`src/rtl/fp_round_pack.sv`:
```
`default_nettype none
// ============================================================================
// Module      : fp_round_pack
// Description : Post-multiply rounding stage. Takes the unrounded multiplier
//               result, applies the selected IEEE-754 rounding mode,
//               renormalizes on rounding carry, resolves overflow, underflow
//               and special operands, and packs a single-precision word.
//               Multi-cycle FSM with valid/ready handshake on both sides.
// Revision    : 1.0 - initial release
// ============================================================================
module fp_round_pack #(
  parameter int          EXP_W = 10,
  parameter logic [31:0] QNAN  = 32'h7FC0_0000
) (
  input  logic             clk_i,
  input  logic             rstn_i,
  input  logic             in_valid_i,
  output logic             in_ready_o,
  input  logic             sign_i,
  input  logic [EXP_W-1:0] exp_i,
  input  logic [23:0]      mant_i,
  input  logic             guard_i,
  input  logic             round_i,
  input  logic             sticky_i,
  input  logic             is_nan_i,
  input  logic             is_inf_i,
  input  logic             is_zero_i,
  input  logic [1:0]       rm_i,
  output logic             out_valid_o,
  input  logic             out_ready_i,
  output logic [31:0]      y_o,
  output logic             overflow_o,
  output logic             underflow_o,
  output logic             inexact_o
);

  typedef enum logic [2:0] {
    S_IDLE  = 3'd0,
    S_ROUND = 3'd1,
    S_NORM  = 3'd2,
    S_PACK  = 3'd3,
    S_HOLD  = 3'd4
  } state_t;

  localparam logic [1:0] c_rm_rne = 2'b00;
  localparam logic [1:0] c_rm_rtz = 2'b01;
  localparam logic [1:0] c_rm_rup = 2'b10;

  // Exponent is held one bit wider than the input so the carry increment
  // can never wrap a large positive exponent into a negative one.
  localparam logic signed [EXP_W:0] c_exp_ovf = (EXP_W+1)'(255);
  localparam logic signed [EXP_W:0] c_exp_unf = '0;
  localparam logic signed [EXP_W:0] c_exp_one = (EXP_W+1)'(1);

  state_t                  state_q, state_d;
  logic                    sign_q;
  logic signed [EXP_W:0]   exp_q;
  logic [24:0]             m_q;
  logic                    g_q, r_q, s_q;
  logic                    inx_q;
  logic                    nan_q, inf_q, zero_q;
  logic [1:0]              rm_q;
  logic                    out_valid_q;
  logic [31:0]             y_q;
  logic                    ovf_q, unf_q, inxo_q;

  logic                    w_inx;
  logic                    w_inc;
  logic [31:0]             y_d;
  logic                    ovf_d, unf_d, inxo_d;

  assign in_ready_o  = (state_q == S_IDLE);
  assign out_valid_o = out_valid_q;
  assign y_o         = y_q;
  assign overflow_o  = ovf_q;
  assign underflow_o = unf_q;
  assign inexact_o   = inxo_q;

  // State register; reset in any state returns to IDLE and aborts the operation.
  always_ff @(posedge clk_i or negedge rstn_i) begin
    if (!rstn_i) state_q <= S_IDLE;
    else         state_q <= state_d;
  end

  // Next-state logic: one pass through the pipeline, then wait for the consumer.
  always_comb begin
    state_d = state_q;
    case (state_q)
      S_IDLE:  if (in_valid_i) state_d = S_ROUND;
      S_ROUND: state_d = S_NORM;
      S_NORM:  state_d = S_PACK;
      S_PACK:  state_d = S_HOLD;
      S_HOLD:  if (out_ready_i) state_d = S_IDLE;
      default: state_d = S_IDLE;
    endcase
  end

  // Rounding increment from the latched guard/round/sticky bits and mode.
  always_comb begin
    w_inx = g_q | r_q | s_q;
    case (rm_q)
      c_rm_rne: w_inc = g_q & (r_q | s_q | m_q[0]);
      c_rm_rtz: w_inc = 1'b0;
      c_rm_rup: w_inc = ~sign_q & w_inx;
      default:  w_inc = sign_q & w_inx;
    endcase
  end

  // Result selection in priority order: NaN, Inf, zero, overflow, underflow, normal.
  always_comb begin
    y_d    = {sign_q, exp_q[7:0], m_q[22:0]};
    ovf_d  = 1'b0;
    unf_d  = 1'b0;
    inxo_d = inx_q;
    if (nan_q) begin
      y_d    = QNAN;
      inxo_d = 1'b0;
    end else if (inf_q) begin
      y_d    = {sign_q, 8'hFF, 23'h0};
      inxo_d = 1'b0;
    end else if (zero_q) begin
      y_d    = {sign_q, 31'h0};
      inxo_d = 1'b0;
    end else if (exp_q >= c_exp_ovf) begin
      ovf_d  = 1'b1;
      inxo_d = 1'b1;
      case (rm_q)
        c_rm_rne: y_d = {sign_q, 8'hFF, 23'h0};
        c_rm_rtz: y_d = {sign_q, 8'hFE, 23'h7FFFFF};
        c_rm_rup: y_d = sign_q ? {1'b1, 8'hFE, 23'h7FFFFF} : {1'b0, 8'hFF, 23'h0};
        default:  y_d = sign_q ? {1'b1, 8'hFF, 23'h0} : {1'b0, 8'hFE, 23'h7FFFFF};
      endcase
    end else if (exp_q <= c_exp_unf) begin
      y_d    = {sign_q, 31'h0};
      unf_d  = 1'b1;
      inxo_d = 1'b1;
    end
  end

  // Datapath: latch operand, round, renormalize, register packed result.
  always_ff @(posedge clk_i or negedge rstn_i) begin
    if (!rstn_i) begin
      sign_q      <= 1'b0;
      exp_q       <= '0;
      m_q         <= '0;
      g_q         <= 1'b0;
      r_q         <= 1'b0;
      s_q         <= 1'b0;
      inx_q       <= 1'b0;
      nan_q       <= 1'b0;
      inf_q       <= 1'b0;
      zero_q      <= 1'b0;
      rm_q        <= 2'b00;
      out_valid_q <= 1'b0;
      y_q         <= '0;
      ovf_q       <= 1'b0;
      unf_q       <= 1'b0;
      inxo_q      <= 1'b0;
    end else begin
      case (state_q)
        S_IDLE: begin
          if (in_valid_i) begin
            sign_q <= sign_i;
            exp_q  <= {exp_i[EXP_W-1], exp_i};
            m_q    <= {1'b0, mant_i};
            g_q    <= guard_i;
            r_q    <= round_i;
            s_q    <= sticky_i;
            nan_q  <= is_nan_i;
            inf_q  <= is_inf_i;
            zero_q <= is_zero_i;
            rm_q   <= rm_i;
          end
        end
        S_ROUND: begin
          inx_q <= w_inx;
          m_q   <= m_q + {24'h0, w_inc};
        end
        S_NORM: begin
          if (m_q[24]) begin
            m_q   <= m_q >> 1;
            exp_q <= exp_q + c_exp_one;
          end
        end
        S_PACK: begin
          y_q         <= y_d;
          ovf_q       <= ovf_d;
          unf_q       <= unf_d;
          inxo_q      <= inxo_d;
          out_valid_q <= 1'b1;
        end
        S_HOLD: begin
          if (out_ready_i) out_valid_q <= 1'b0;
        end
        default: out_valid_q <= 1'b0;
      endcase
    end
  end

endmodule
`default_nettype wire
```
`config.mk`:
```
export PLATFORM = sky130hd
export DESIGN_NAME = fp_round_pack
export DESIGN_NICKNAME = d
export VERILOG_FILES = /design/src/rtl/fp_round_pack.sv
export SDC_FILE = /design/constraint.sdc
export NUM_CORES = 1
export LEC_CHECK = 0
export ABC_AREA = 1
export CORE_MARGIN = 3
export CORE_UTILIZATION = 45
export CTS_CLUSTER_SIZE = 14
export DETAILED_ROUTE_END_ITERATION = 10
export PLACE_DENSITY = 0.68
export SYNTH_ARGS = -nofsm -noshare
export SYNTH_HDL_FRONTEND = slang
export SYNTH_SLANG_ARGS = --single-unit
```
`constraint.sdc`:
```
create_clock -name clk_i -period 4.4 [get_ports clk_i]
set_clock_uncertainty 0.1 [all_clocks]
set_input_delay 0.44 -clock clk_i [delete_from_list [all_inputs] [get_ports clk_i]]
set_output_delay 0.44 -clock clk_i [all_outputs]
set_load 0.03 [all_outputs]
```
==> results of run 1 <==
==> report_power, final <==
| group | total [mW] | switching [mW] | internal (mW) |
|---|---|---|---|
| sequential | 1.54 | 0.401 | 1.14 |
| combinational | 2.81 | 1.85 | 0.959 |
| clock | 0.696 | 0.320 | 0.377 |
| total | 5.04 | 2.57 | 2.48 |
==> placed cells by master, fill, tap and decap left out, drive strengths merged <==
cell type / n
nand3: 57
buf: 3
o31ai: 2
nand2: 191
o22ai: 3
nand3b: 1
a211oi: 2
nand4: 9
a21boi: 8
clkbuf: 10
a21o: 1
a22o: 1
nor3: 12
inv: 68
clkdlybuf4s50: 82
nor2: 73
clkinv: 7
a31oi: 4
a22oi: 5
or2: 1
ha: 6
o2bb2ai: 1
dfrtp: 85
o211ai: 1
o21ai: 81
a21oi: 56
o311ai: 1
==> metal layers <==
layer,wire (um),GRT usage [%],vias up,share of wire (%)
li1,-,-,2453,-
met1,7070,34.1,2314,49
met2,6200,34.1,156,43
met3,948,4.08,20,6.5
met4,273,9.13,0,1.9
met5,0,0,-,0
==> critical path, delay by kind of cell (launching register included) <==
family / cells / cell delay [ns]
adders and majority gates: 2 / 0.57
DFF: 1 / 0.42
and+or+nand+nor: 7 / 1.12
AOI/OAI and AO/OA: 3 / 0.61
==> metrics by stage <==
step                hold WS (ns)  setup WS (ns)
floorplan                 0.0444           2.08
global route               0.305           1.23
global placement           0.364           1.65
CTS                        0.247           1.52
detailed placement         0.365           1.56
finish                     0.200           1.51
==> cell type report <==
type | count | area (um2) | share of cell area (%)
sequential | 85 | 2130 | 33.9
timing repair buffer | 85 | 843 | 13.4
multi-input combinational | 516 | 2610 | 41.6
clock inverter | 5 | 28.8 | 0.458
clock buffer | 10 | 229 | 3.64
tap | 140 | 175 | 2.79
inverter | 70 | 267 | 4.24
==> worst max-delay path by stage <==
stage / startpoint / to / slack, ns / depth (start not counted)
4_1_cts: rm_q[0]$_DFFE_PN0P_ / m_q[9]$_DFFE_PN0P_ / 1.52 / 12
2_1_floorplan: rm_q[0]$_DFFE_PN0P_ / m_q[9]$_DFFE_PN0P_ / 2.08 / 11
6_report: rm_q[0]$_DFFE_PN0P_ / m_q[9]$_DFFE_PN0P_ / 1.51 / 12
3_3_place_gp: rm_q[0]$_DFFE_PN0P_ / m_q[18]$_DFFE_PN0P_ / 1.65 / 13
5_1_grt: rm_q[1]$_DFFE_PN0P_ / m_q[13]$_DFFE_PN0P_ / 1.23 / 12
3_5_place_dp: rm_q[0]$_DFFE_PN0P_ / m_q[9]$_DFFE_PN0P_ / 1.56 / 12
==> state kept, by name, summed over array words and instances, names as in the netlist, 2 cells and up <==
signal   count
exp_q       11
state_q      3
m_q         25
y_o         32
rm_q         2
==> kinds of logic (layout without fill, tap and decap cells) <==
| logic type | count (synthesis) | after routing |
|---|---|---|
| AOI/OAI and AO/OA | 166 | 166 |
| adders and majority gates | 6 | 6 |
| buffers and inverters | 96 | 170 |
| DFF | 85 | 85 |
| and+or+nand+nor | 344 | 344 |
==> impl_metrics.tcl, run 1 <==
set metrics [dict create \
    fin_area_mm2 0.00628 \
    synth_commonest_cells "nand2_1, dfrtp_1, nor2_1" \
    worst_path_largest_cell_delay_ns 0.43 \
    drive_above_1_share_pct 10.8 \
    synthSimpleGateAreaFrac_pct 29.4 \
    status "completed" \
    avgViaCountPerCell 5.43 \
    clock_latency_ns 0.35 \
    via_count 4943 \
    cp_max_fo 7 \
    avgRoutedWirePerCell_um 15.9 \
    rows 38 \
    die-area_mm2 0.0129 \
    cts_made_buffers 9 \
    yosysTopAreaCell "dfrtp_1" \
    cts_sinks 85 \
    final.setup.tns_ns 0 \
    synth_edf_count 0 \
    critPathKind "register to register" \
    synth_nets 750 \
    cts_setup_buffers 0 \
    drt_first_pass_iters 5 \
    synth_top_family_by_area "simple AND/OR/NAND/NOR gates" \
    grt_pass1_wl_um 23900 \
    antenna_left 0 \
    synth_area_mm2 0.00521 \
    wirelength_um 14500 \
    place.gp.congestion 0.966 \
    yosysMostFrequentCell "nand2_1" \
    synth-compound-area-share_pct 19.3 \
    setup.worst_path.end_class "register" \
    start_util_pct 47.0 \
    cts_buffer_depth 2 \
    areaGrowthSynthToFinish_pct 20.7 \
    period_needed_ns 2.89 \
    chipWidth_um 114 \
    synth_top_area_share_pct 40.9 \
    reg2reg_depth 12 \
    synthMuxAreaShare_pct 0 \
    final_cells 911 \
    grt_pass1_vias 4644 \
    diodes 0 \
    h-tree-depth 3 \
    cp-start-kind "register" \
    worst_pin_slew_ns 1.09 \
    dpl_cell_area_mm2 0.00603 \
    synthFlopType "dfrtp_1" \
    critPathArrivalTime_ns 3.07 \
    crit_required_ns 4.58 \
    fp.dieH_um 114 \
    fin_crit_sh_pct 65.8 \
    r2r_slack_ns 1.51 \
    synth-seq-area-share_pct 40.9 \
    r2r-end "m_q[9]$_DFFE_PN0P_" \
    cap_violations 0 \
    cts_tree "yes" \
    ctsResizeCount 0 \
    synth_xor_xnor_area_share_pct 0 \
    p_total_mw 5.04 \
    track_usage_pct 23.2 \
    fmax_mhz 346 \
    antenna_found_initial 0 \
    drt_iter0_drc 401 \
    hold_class "input pin to asynchronous set/reset pin" \
    synth_cells 697 \
    syn_area_per_cell_um2 7.47 \
    clkTransAtPathRegs_ns 0.06 \
    rsz0062_at_grt "false" \
    final_util_pct 56.7 \
    yosysUniqueCellTypes 42 \
    cellPowerDensity_mw_per_mm2 803 \
    yosysWarnings 0 \
    timing.rr.start "rm_q[0]$_DFFE_PN0P_" \
    placement.io_buffers 83 \
    fillCellCount 1086 \
    drc 0 \
    io_pins 84 \
    grt-ovfl-total 0 \
    crit_path_top_delay_cell "o31ai_1" \
    synth_top_cells_by_area "dfrtp_1, nand2_1, nand3_1" \
    synth-seq-cells 85 \
    slew_violations 0 \
    synthAdderAreaFrac_pct 1.44 \
    dp_cells 896 \
    vdd_ir_drop_max_mv 0.348 \
    path_cells "nor2_1 -> ha_1 -> o31ai_1 -> ha_1 -> nand2_1 -> nor2_4 -> nand3_1 -> nor2_1 -> nand3_1 -> o211ai_1 -> nand2_1 -> o21ai_1" \
    grt_max_degree 86 \
    dp.final_hpwl_um 10400 \
    nets 820 \
    async_flop_share_pct 100 \
    core-area_mm2 0.0111 \
    cts_root_buf "clkbuf_16" \
    p_leak_nw 2.85 \
    postCtsHoldBufs 0 \
    setup_viol 0 \
    relSlewSlack_pct 27.3 \
    hold_viol_final 0 \
]
No activity file was read; power rests on OpenSTA's default activity.
==> run 2: changes to the inputs <==
- PLACE_DENSITY: 0.68 -> 0.71
- clock period: 4.4 -> 2.6 ns (I/O delays scaled with it)
==> run 2 against run 1 <==
Compared with the run above: sequential cell count did not move; sequential share of layout area down 1.6 points; die area is the same; first-iteration DRC count up 5.0%; clock power grew 100%; routed wire length rose by 3.2%; combinational power grew 79%; final cell count rose by 2.4%; fmax grew 14%; via count up 2.5%; critical path depth grew 3; sequential power rose by 69%; largest power group unchanged; highest routed layer unchanged.
==> impl_metrics.tcl, run 2 (synthesized netlist as in run 1, its figures left out) <==
set metrics [dict create \
    setup.worst_path.end_class "register" \
    largest_register_ffs 32 \
    cts_buffer_depth 2 \
    core-area_mm2 0.0111 \
    place.gp.congestion 0.901 \
    dp.final_hpwl_um 11100 \
    avgViaCountPerCell 5.43 \
    areaGrowthSynthToFinish_pct 26.7 \
    hold_class "input pin to asynchronous set/reset pin" \
    drc 0 \
    cts_tree "yes" \
    rows 38 \
    track_usage_pct 23.6 \
    slew_violations 0 \
    drive_above_1_share_pct 15.5 \
    layout_common_cells "nand2_1, dfrtp_1, clkdlybuf4s50_1, nor2_1, nand3_1" \
    rsz0062_at_grt "true" \
    status "completed" \
    start_util_pct 47.0 \
    io_pins 84 \
    clkTransAtPathRegs_ns 0.06 \
    cts_sinks 85 \
    path_cells "inv_2 -> nor2_2 -> ha_1 -> o31ai_2 -> buf_4 -> ha_2 -> nand2_2 -> nor2_4 -> buf_4 -> inv_1 -> o21ai_0 -> nand3_1 -> nand3_1 -> nand2_1 -> inv_1" \
    critPathKind "register to register" \
    relSlewSlack_pct 65.5 \
    grt-ovfl-total 0 \
    final_common_cell "nand2_1" \
    cellPowerDensity_mw_per_mm2 1370 \
    p_leak_nw 2.99 \
    final.setup.tns_ns 0 \
    vdd_ir_drop_max_mv 0.739 \
    crit_path_top_delay_cell "dfrtp_1" \
    grt_max_degree 66 \
    diodes 0 \
    dpl_cell_area_mm2 0.00616 \
    crit_required_ns 2.79 \
    grt_pass1_vias 4815 \
    via_count 5068 \
    worst_pin_slew_ns 0.515 \
    grt_pass1_wl_um 24300 \
    cap_violations 0 \
    drt_first_pass_iters 5 \
    avgRoutedWirePerCell_um 16.0 \
    final_util_pct 59.5 \
    placement.io_buffers 83 \
    fmax_mhz 394 \
    antenna_found_initial 0 \
    nets 841 \
    clock_latency_ns 0.35 \
    wirelength_um 15000 \
    period_needed_ns 2.54 \
    die-area_mm2 0.0129 \
    cp-start-kind "register" \
    hold_viol_final 0 \
    worst_path_largest_cell_delay_ns 0.39 \
    cts_made_buffers 9 \
    setup_viol 0 \
    cts_root_buf "clkbuf_16" \
    fin_area_mm2 0.00660 \
    chipWidth_um 114 \
    drt_iter0_drc 421 \
    hold_slack_ns 0.258 \
    h-tree-depth 3 \
    antenna_left 0 \
    cp_max_fo 5 \
    fin_crit_sh_pct 97.6 \
    critPathArrivalTime_ns 2.73 \
    fp.dieH_um 114 \
]
## run 2: changes by cell type in the layout (fill, tap and decap cells not counted), sizes merged
cell and change:
inv +2, dlygate4sd3 +1, clkinv -3, buf +20
bufinv +2
## run 2: final timing paths
path / slack (ns) / end / cells past startpoint / from
max: 0.06 / m_q[11]$_DFFE_PN0P_ / 15 / rm_q[1]$_DFFE_PN0P_
min: 0.26 / exp_q[8]$_DFFE_PN0P_ / 2 / rstn_i
max reg2reg: 0.06 / m_q[11]$_DFFE_PN0P_ / 15 / rm_q[1]$_DFFE_PN0P_
min reg2reg: 0.38 / y_o[12]$_DFFE_PN0P_ / 2 / y_o[12]$_DFFE_PN0P_
max in group asynchronous: 1.49 / y_o[15]$_DFFE_PN0P_ / 3 / rstn_i
min in group clk_i: 0.36 / r_q$_DFFE_PN0P_ / 3 / round_i
## run 2: timing repair
item / in CTS / in global routing
hold endpoints to repair: 20 / 0
endpoints found under the setup margin: 8 / 18
gates cloned: 0 / 0
hold buffers: 1 / 0
buffers inserted: 0 / 4
pin swaps: 0 / 8
gates resized for setup: 3 / 24
## run 2: layer usage
layer	GRT usage [%]	wire, um
met5	0	0
met4	5.53	163
met3	4.72	1020
met2	36.9	6910
met1	34.0	6860
## run 2: area by class of cell
| type | count | area, um2 |
|---|---|---|
| clock buffers | 10 | 239 |
| clock inverters | 6 | 91.3 |
| fillers | 1036 | 4480 |
| inverters | 70 | 267 |
| multi-input cells | 516 | 2680 |
| flip-flops and latches | 85 | 2130 |
| well taps | 140 | 175 |
| repair buffers | 106 | 1020 |
## run 2: metrics by stage
| stage | worst slack [ns] | std cells | total power, mW |
|---|---|---|---|
| final | 0.0624 | 933 | 9.06 |
| after CTS | 0.0163 | 929 | 9.00 |
| after floorplan | 0.277 | 697 | 6.03 |
| after detailed placement | -0.0482 | 912 | 7.53 |
| after global placement | -0.0165 | 912 | 7.44 |
| after global routing | -0.111 | 933 | 9.80 |
## run 2: worst max-delay path: cells and delay by family (launching register included)
family	cells	cell delay, ns
AO/OA/AOI/OAI	2	0.44
buffers and inverters	5	0.50
adder cells (fa/ha/maj)	2	0.49
AND/OR/NAND/NOR	6	0.55
flip-flops	1	0.39
## run 2: power by group
group          leakage [nW]  internal [mW]  switching, mW
Clock                 0.163          0.874          0.548
Sequential             1.04           1.93          0.676
Combinational          1.79           1.80           3.24
